**src/rtl/sr_reg_bank.sv**
```systemverilog
// sr_reg_bank: WIDTH clocked SR cells (active-low s_n/r_n, gate en) with a selectable S=R=0 policy and conflict flagging. Ports: clk, rst (sync, active-high), en, s_n, r_n, clr_err -> q, q_n, err (sticky), err_bits, err_cnt. Defining SR_REG_CONFLICT_CNT_EN builds the saturating conflict counter; otherwise err_cnt is 0.
module sr_reg_bank #(
  parameter int WIDTH = 4,
  parameter logic [WIDTH-1:0] INIT = '0,
  parameter int BOTH_MODE = 0,
  parameter int CNT_W = 8
) (
  input  logic             clk,
  input  logic             rst,
  input  logic             en,
  input  logic [WIDTH-1:0] s_n,
  input  logic [WIDTH-1:0] r_n,
  input  logic             clr_err,
  output logic [WIDTH-1:0] q,
  output logic [WIDTH-1:0] q_n,
  output logic             err,
  output logic [WIDTH-1:0] err_bits,
  output logic [CNT_W-1:0] err_cnt
);
  logic [WIDTH-1:0] set_m, rst_m, both_m, tog_m, flag_m, q_next;
  logic ev;
  always_comb begin
    set_m  = en ? (~s_n & r_n) : '0;
    rst_m  = en ? (s_n & ~r_n) : '0;
    both_m = en ? (~s_n & ~r_n) : '0;
    tog_m  = (BOTH_MODE != 0) ? both_m : '0;
    flag_m = (BOTH_MODE != 0) ? '0 : both_m;
    q_next = ((q | set_m) & ~rst_m) ^ tog_m;
    ev     = |flag_m;
  end
  always_ff @(posedge clk) begin
    if (rst) begin
      q        <= INIT;
      err      <= 1'b0;
      err_bits <= '0;
    end else begin
      q        <= q_next;
      err_bits <= flag_m;
      err      <= ev ? 1'b1 : (clr_err ? 1'b0 : err);
    end
  end
  assign q_n = ~q;
`ifdef SR_REG_CONFLICT_CNT_EN
  // A same-cycle clear and event yields a count of exactly one.
  always_ff @(posedge clk) begin
    if (rst) err_cnt <= '0;
    else if (ev) err_cnt <= clr_err ? CNT_W'(1) : (&err_cnt ? err_cnt : err_cnt + CNT_W'(1));
    else if (clr_err) err_cnt <= '0;
  end
`else
  assign err_cnt = '0;
`endif
endmodule

```
**config.mk**
```make
export PLATFORM = sky130hd
export DESIGN_NAME = sr_reg_bank
export DESIGN_NICKNAME = d
export VERILOG_FILES = /design/src/rtl/sr_reg_bank.sv
export SDC_FILE = /design/constraint.sdc
export NUM_CORES = 1
export LEC_CHECK = 0
export ABC_AREA = 1
export BUFFER_PORTS_ARGS = -buffer_cell sky130_fd_sc_hd__buf_2
export CORE_AREA = 10 10 47 49
export CTS_CLUSTER_DIAMETER = 120
export CTS_CLUSTER_SIZE = 8
export DETAILED_ROUTE_END_ITERATION = 7
export DIE_AREA = 0 0 57 59
export MAX_ROUTING_LAYER = met4
export PLACE_DENSITY = 0.8
export SETUP_SLACK_MARGIN = 0.3
export SKIP_CTS_REPAIR_TIMING = 1
export SYNTH_ARGS = -nofsm -noshare
export SYNTH_HDL_FRONTEND = slang
export SYNTH_SLANG_ARGS = --single-unit
```
**constraint.sdc**
```tcl
create_clock -name clk -period 1.45 [get_ports clk]
set_input_delay 0.145 -clock clk [delete_from_list [all_inputs] [get_ports clk]]
set_output_delay 0.145 -clock clk [all_outputs]
set_load 0.01 [all_outputs]
```
# Word level (Yosys, flattened, before mapping)
# Index checks and enable logic that the tools add are counted.
[word_totals]
ff_bits = 9
word_cells = 19
in_bits = 12
out_inout_bits = 21
[op_classes]
n_reduce_logical = 2
muxes = 5
bitwise = 9
[ops]
columns = ["operator", "count"]
rows = [
  ["4-bit AND", 4],
  ["4-bit NOT", 4],
  ["4-bit two-way mux", 3],
  ["4-bit OR", 1],
  ["4-bit OR reduction", 1],
  ["1-bit two-way mux", 2],
  ["2-bit nonzero test", 1],
]

# Logic depth before layout (Yosys ltp)
# Gate-level depths: netlist (run 1).
[depth]
ltp_word = 5
depth_mapped = 5
ltp_nobuf = 5

# Worst setup path before layout (run 1)
# OpenSTA, ideal clock, no wires.
[synth_timing]
path_type = "register to register"
from = "register q[0]"
to = "register q[0]"
stages_incl_launch_ff = 3
synth_period_minus_slack_ns = 0.730
n_path_buf = 0
setup_slack_ns = 0.720
required_ns = 1.371
arrival_time_ns = 0.650
setup_ns = 0.079
path_cell_list = "dfxtp_1 -> inv_1 -> a211oi_2"
[synth_via]
elab_chain_cells = 2
[synth_rtl]
columns = ["item", "line_no", "text"]
rows = [
  ["start, declared", "14", "output logic [WIDTH-1:0] q,"],
  ["start signal, assigned", "37", "q <= q_next;"],
  ["4-bit OR", "28", "q_next = ((q | set_m) & ~rst_m) ^ tog_m;"],
  ["4-bit AND", "28", ""],
]
# Every way passes these cells.
# A chain may end at the register's enable or synchronous reset.

# Worst setup path after layout (run 1)
[layout_timing]
from = "register q[2]"
to = "output q_n[2]"
[layout_via]
elab_chain_cells = 1
[layout_rtl]
columns = ["item", "line_no", "text"]
rows = [
  ["4-bit NOT", "42", "assign q_n = ~q;"],
  ["end, declared", "15", "output logic [WIDTH-1:0] q_n,"],
]
# Every way passes these cells.

==> flow_summary.yaml, run 1 <==
run_status:
  status: "complete, no violations"
setup_path:
  cp-end-kind: "primary output"
  critPathRequiredTime_ns: 1.31
  critPathKind: "reg -> out"
  setup.worst_path.start_class: "register"
  path_max_fanout: 4
  slowest_delay_ns: 0.37
  critPathSlowestCell: "dfxtp_1"
  arrival_ns: 0.80
  worstPathCellList: "inv_1, buf_2"
placed_design:
  place_congestion: 0.6937
  pre_cts_slack_ns: 0.6234
  place_hpwl_um: 970.4
  io_buffers: 24
power_and_ir_drop:
  sw_frac_of_total_pct: 27.33
  p_seq_share_pct: 47.6
  leakage_uw: 0.0003112
  internal-power_uw: 400.8
  p_total_uw: 551.5
  combPwrFrac_pct: 18.0
  ir_worst_vdd_uv: 330.0
  switching_power_uw: 150.7
  p_clk_share_pct: 34.5
  power_density_nw_per_um2: 929.9
global_routing:
  grt_max_degree: 13
  grt_pass1_wl_um: 1800
  grt_use_total_pct: 6.952
  grt_antenna_before_repair: 0
  gr-total-overflow: 0
  grt_pass1_vias: 420
route:
  wl_um: 1123
  first_pass_iters: 4
  ant_nets: 0
  vias: 419
  vias_per_cell: 4.108
  drc: 0
  avgRoutedWirePerCell_um: 11.01
  drtIter0Drc: 7
logic_synthesis:
  ys_seq_elements: 9
  ys_warn_count: 0
  synth_area_leaders: "dfxtp_1 (38%), buf_4 (13%), nor2_1 (8.7%)"
  syn_avg_cell_area_sq_um: 7.815
  syn_area_sq_um: 476.7
  synth_top_area_cell: "dfxtp_1"
  yosysSeqAreaShare_pct: 37.80
  synth_cell_type_count: 16
  yosys.area.top_type_share_pct: 37.80
  synthCells: 61
final_layout:
  layout_commonest_cell: "buf_2"
  utilization_pct: 42.32
  fin_nets: 99
  diodes: 0
  area_delta_synth_final_pct: 24.41
  final_cell_mix: "buf_2 (24), nor2_1 (11), inv_1 (10), dfxtp_1 (9), conb_1 (8)"
  drive_gt1_share_pct: 41.86
die:
  initial_core_util_pct: 34.02
  fp.dieH_um: 59
  core_area_sq_um: 1401
  rows: 14
  die_width_um: 57
  io_pins: 33
  dieArea_sq_um: 3363
sta:
  rsz0062_at_grt: "no"
  max_freq_ghz: 1.057
  period_share_pct: 65.27
  setup_violations: 0
  hold_viol: 0
  setup_ws_ns: 0.5036
  final.min_clock_period_ns: 0.9464
  skew_ns: 0
  holdWs_ns: 0.1665
  finalSetupTns_ns: 0
  slew_violations: 0
clock_network:
  cts_tree: "done"
  path_clk_slew_ns: 0.06
  cts.sink_count: 9
  clk_latency_ns: 0.25
  htree_num_levels: 1
  cts_root_buffer: "clkbuf_4"
  cts_buffers: 3
  clockBufferDepth: 2
job:
  cap_violations: 0
min_path:
  min_path_type: "in -> reg"
==> through the flow <==
stage / std cells / area, sq um
floorplan: 68 / 503.0
CTS: 102 / 593.1
global route: 102 / 593.1
global placement: 98 / 566.8
detailed placement: 98 / 566.8
finish: 102 / 593.1
==> area by class of cell <==
type                            instances  area (sq um)
Fill cell                             166         808.3
Multi-Input combinational cell         39         209.0
Sequential cell                         9         180.2
Timing Repair Buffer                   24         120.1
Inverter                               10         37.54
Clock buffer                            4         26.28
Tap cell                               16         20.02
==> critical path: cells and delay by family (launching register included) <==
kind	cells	cell delay, ns
DFF	1	0.37
buffers and inverters	2	0.18
==> final timing paths <==
| kind | startpoint | end | slack [ns] | depth (start not counted) |
|---|---|---|---|---|
| max | q[2] | q_n[2] | 0.50 | 2 |
| min | s_n[2] | err_bits[2] | 0.17 | 4 |
| max reg2reg | err | err | 0.73 | 4 |
| min reg2reg | q[0] | q[0] | 0.48 | 2 |
==> cells in the mapped netlist, drive strengths merged <==
master	count
nor3	1
buf	10
o21ai	1
dfxtp	9
a211oi	3
conb	1
nand3	5
a21oi	2
inv	10
nand2	7
nor2	12
==> flip-flops by register name (all words and copies together), names as in the netlist <==
name / count
err: 1
err_bits: 4
q: 4
==> power groups by stage <==
stage | clock [uW] | sequential, uW | combinational, uW
3_3_place_gp | 0 | 268 | 97.3
3_5_place_dp | 0 | 268 | 99.3
6_report | 190 | 262 | 99.0
2_1_floorplan | 0 | 273 | 72.0
5_1_grt | 219 | 264 | 111
4_1_cts | 203 | 262 | 99.4
==> logic make-up (layout without fill, tap and decap cells) <==
group	Yosys count	count (layout)	synth area share, %
other	1	8	0.7866
buffers and inverters	20	38	23.88
DFF	9	9	37.79
and+or+nand+nor	25	25	26.51
AOI/OAI and AO/OA	6	6	11.02
==> metal layers <==
| layer | global-route usage [%] | vias up | part of all wire [%] |
|---|---|---|---|
| li1 | - | 220 | - |
| met1 | 7.784 | 178 | 45 |
| met2 | 9.922 | 21 | 47 |
| met3 | 2.575 | 0 | 7.4 |
| met4 | 5.034 | 0 | 0 |
| met5 | - | - | 0 |
Note: power is estimated with default switching activity, not from simulation.
==> run 2, diff against run 1 <==
Settings changed: CORE_AREA 10 10 47 49 to unset, CORE_MARGIN set to 10, CORE_UTILIZATION set to 34, DIE_AREA 0 0 57 59 to unset.
Clock period 1.45 ns to 0.85 ns, I/O delays scaled along.
==> run 2 against run 1 <==
  * Count of clock-buffer cells in the layout did not move
  * Sequential share of layout area fell by 3.1 points
  * Final cell count increased by 2.9%
  * Critical path depth unchanged
  * Power is 81% higher
  * Global-route usage rose by 0.15 points
  * Non-clock buffer count up 4
  * Critical endpoint is now q_n[0]
  * Largest cell class unchanged
  * Highest routed layer unchanged
==> flow_summary.yaml, run 2 (synthesized netlist as in run 1, its figures left out) <==
route:
  first_pass_iters: 4
  drc: 0
  wl_met1_um: 536
  wl_um: 1240
  avgRoutedWirePerCell_um: 11.81
  vias_per_cell: 4.343
  wl_met3_um: 115
  top_layer: "met3"
  ant_nets: 0
  vias: 456
  drtIter0Drc: 8
  dr_wl_met2_um: 588
sta:
  slew_violations: 0
  period_share_pct: 99.54
  final.min_clock_period_ns: 0.8461
  finalSetupTns_ns: 0
  rsz0062_at_grt: "yes"
  setup_violations: 0
  max_freq_ghz: 1.182
  hold_viol: 0
  skew_ns: 0
  setup_ws_ns: 0.003886
setup_path:
  cp-end-kind: "primary output"
  arrival_ns: 0.76
  path_max_fanout: 2
  setup.worst_path.start_class: "register"
  critPathKind: "reg -> out"
  critPathRequiredTime_ns: 0.76
  rrSetupSlack_ns: 0.08
final_layout:
  diodes: 0
  final_cell_mix: "buf_2 (16), nor2_1 (11), buf_6 (9), conb_1 (8), nand2_1 (6)"
  fin_area_sq_um: 691.9
  area_delta_synth_final_pct: 45.14
  fin_nets: 103
  layout_commonest_cell: "buf_2"
  drive_gt1_share_pct: 57.78
  largestRegisters: "err_bits: 4 flops, q: 4 flops, err: 1 flops"
global_routing:
  grt_pass1_vias: 428
  gr-total-overflow: 0
  grt_use_total_pct: 7.098
  grt_max_degree: 13
  grt_antenna_before_repair: 0
  grt_pass1_wl_um: 1814
die:
  fp.dieH_um: 57.45
  rows: 13
  dieArea_sq_um: 3300
  core_area_sq_um: 1318
  io_pins: 33
  die_width_um: 57.45
  initial_core_util_pct: 36.18
power_and_ir_drop:
  ir_worst_vdd_uv: 657.3
  power_density_nw_per_um2: 1445
  leakage_uw: 0.0003528
  p_total_uw: 1000
min_path:
  min_path_type: "in -> reg"
clock_network:
  cts_root_buffer: "clkbuf_4"
  cts_tree: "done"
  clk_latency_ns: 0.26
  cts_buffers: 3
  path_clk_slew_ns: 0.06
  cts.sink_count: 9
  htree_num_levels: 1
  clockBufferDepth: 2
placed_design:
  io_buffers: 24
  place_congestion: 0.7071
  dpl_cell_area_sq_um: 579.3
  place_hpwl_um: 969.2
  pre_cts_slack_ns: 0.06304
run_status:
  status: "complete, no violations"
job:
  cap_violations: 0
[run 2: cell type report]
cell class | count | area, sq um
Sequential cell | 9 | 188.9
Timing Repair Buffer | 28 | 203.9
Tap cell | 15 | 18.77
Inverter | 10 | 37.54
Clock buffer | 4 | 26.28
Fill cell | 134 | 625.6
Multi-Input combinational cell | 39 | 216.5
[run 2: where the power goes]
| part | leakage [uW] | total [uW] | internal [uW] | switching, uW |
|---|---|---|---|---|
| Sequential | 0.0000759 | 453 | 441 | 12.3 |
| Clock | 0.0000150 | 333 | 181 | 152 |
| Combinational | 0.000262 | 214 | 98.4 | 116 |
| Total | 0.000353 | 1000 | 720 | 280 |
[run 2: per-layer routing]
metal,vias up,global-route usage (%)
li1,229,-
met1,201,6.790
met2,26,10.89
met3,0,4.204
met4,0,4.027
met5,-,-
[run 2: critical path, stage by stage, from the launching register on]
cell	delay (ns)
dfxtp_2	0.34
inv_2	0.05
buf_6	0.11
[run 2: worst paths after layout]
check | startpoint | to | depth (start not counted)
max reg2reg | q[2] | q[2] | 3
max | q[0] | q_n[0] | 2
min reg2reg | q[3] | q[3] | 2
min | r_n[3] | q[3] | 3
[run 2: through the flow]
| step | hold slack [ns] | utilization [%] | std cells |
|---|---|---|---|
| after floorplan | 0.2287 | - | 68 |
| after global placement | 0.3751 | 43.97 | 97 |
| after detailed placement | 0.3708 | 43.97 | 97 |
| after CTS | 0.1001 | 45.96 | 101 |
| after global routing | 0.1068 | 52.52 | 105 |
| final | 0.1037 | 52.52 | 105 |
==> run 3, diff against run 2 <==
Settings changed: CTS_CLUSTER_DIAMETER 120 to unset, RECOVER_POWER set to 100.
==> run 3 against run 2 <==
  * Sequential share of layout area is 0.97 points higher
  * Core utilization shrank 1.8 points
  * Die area stayed put
  * Final cell count is the same
  * Critical path depth is the same
  * Combinational power is 4% lower
  * Power down 1.4%
  * First-iteration DRC count down 13%
==> flow_summary.yaml, run 3 (synthesized netlist as in run 1, its figures left out) <==
route:
  avgRoutedWirePerCell_um: 11.94
  ant_nets: 0
  vias_per_cell: 4.219
  first_pass_iters: 6
  drtIter0Drc: 7
  wl_um: 1254
  vias: 443
  drc: 0
clock_network:
  path_clk_slew_ns: 0.06
  htree_num_levels: 1
  clockBufferDepth: 2
  cts_buffers: 3
  cts_root_buffer: "clkbuf_4"
  cts_tree: "done"
  clk_latency_ns: 0.25
  cts.sink_count: 9
setup_path:
  critPathRequiredTime_ns: 0.76
  arrival_ns: 0.76
  critPathKind: "reg -> out"
  rrSetupSlack_ns: 0.04
  critPathLaunch: "q[0]"
  rr_worst_depth: 3
  cp-end-kind: "primary output"
  path_max_fanout: 2
  setup.worst_path.start_class: "register"
  worst_r2r_endpoint: "q[2]"
  r2r_start: "q[2]"
placed_design:
  place_hpwl_um: 969.2
  io_buffers: 24
  dpl_cell_area_sq_um: 579.3
  place_congestion: 0.7071
sta:
  hold_viol: 0
  maxSlewHeadroom_pct: 63.80
  rsz0062_at_grt: "yes"
  period_share_pct: 99.03
  skew_ns: 0
  final.min_clock_period_ns: 0.8418
  slew_violations: 0
  worst_pin_slew_ns: 0.5429
  max_freq_ghz: 1.188
  setup_violations: 0
final_layout:
  final_cell_mix: "buf_2 (12), nor2_1 (11), buf_6 (9), conb_1 (8), nand2_1 (6)"
  utilization_pct: 50.71
  area_delta_synth_final_pct: 40.16
  diodes: 0
  layout_commonest_cell: "buf_2"
  fin_nets: 103
  fin_area_sq_um: 668.1
  drive_gt1_share_pct: 48.89
  ff_latch_area_sq_um: 188.9
  multi_input_area_sq_um: 197.7
  largestRegisters: "err_bits: 4 flops, q: 4 flops, err: 1 flops"
  n_fill_cell: 143
die:
  rows: 13
  core_area_sq_um: 1318
  die_width_um: 57.45
  dieArea_sq_um: 3300
  fp.dieH_um: 57.45
  io_pins: 33
  initial_core_util_pct: 36.18
job:
  cap_violations: 0
global_routing:
  top_usage_layer: "met2"
  grt_pass1_vias: 428
  grtUsageMet3_pct: 4.204
  grt_max_degree: 13
  grt_antenna_before_repair: 0
  grt.met2_usage_pct: 10.89
  grt_pass1_wl_um: 1814
  grt_use_total_pct: 7.098
  met1_usage_pct: 6.790
  gr-total-overflow: 0
min_path:
  min_path_type: "in -> reg"
  hold_end: "err_bits[0]"
  hp-start: "r_n[0]"
  hold_depth: 4
power_and_ir_drop:
  p_total_uw: 985.7
  power_density_nw_per_um2: 1475
  ir_worst_vdd_uv: 584.6
  leakage_uw: 0.0003340
run_status:
  status: "complete, no violations"
==> run 3: area by class of cell <==
class | instances | share of cell area [%]
flip-flops and latches | 9 | 28.28
inverters | 10 | 5.618
multi-input cells | 39 | 29.59
repair buffers | 28 | 29.78
well taps | 15 | 2.809
clock buffers | 4 | 3.933
==> run 3: how the worst max path moves through the flow <==
stage                         to  slack [ns]  cells past startpoint
after global routing      q_n[2]       -0.02                      2
after detailed placement     err        0.06                      5
final                     q_n[0]       0.008                      2
after floorplan              err        0.18                      4
after global placement       err        0.09                      5
after CTS                 q_n[2]       -0.03                      2
==> run 3: through the flow <==
stage	setup TNS, ns	hold slack [ns]	setup WS, ns	instances
after CTS	-0.03295	0.1001	-0.03110	101
after floorplan	0	0.2287	0.1801	68
after global routing	-0.08534	0.1159	-0.02478	105
final	0	0.1048	0.008235	105
after global placement	0	0.3751	0.08742	97
after detailed placement	0	0.3708	0.06304	97
==> run 3: worst max-delay path, stage by stage (launching register included) <==
cell and delay, ns:
dfxtp_2 0.34, inv_2 0.05, buf_6 0.11
==> run 3: report_power, final <==
part           internal, uW  switching [uW]
logic                  94.1             112
registers               441            12.5
clock network           181             146
total                   715             270
==> run 3: layer usage <==
metal,up-vias,wire (um)
met5,-,0
met4,0,0
met3,0,112
met2,24,582
met1,188,559
li1,231,-
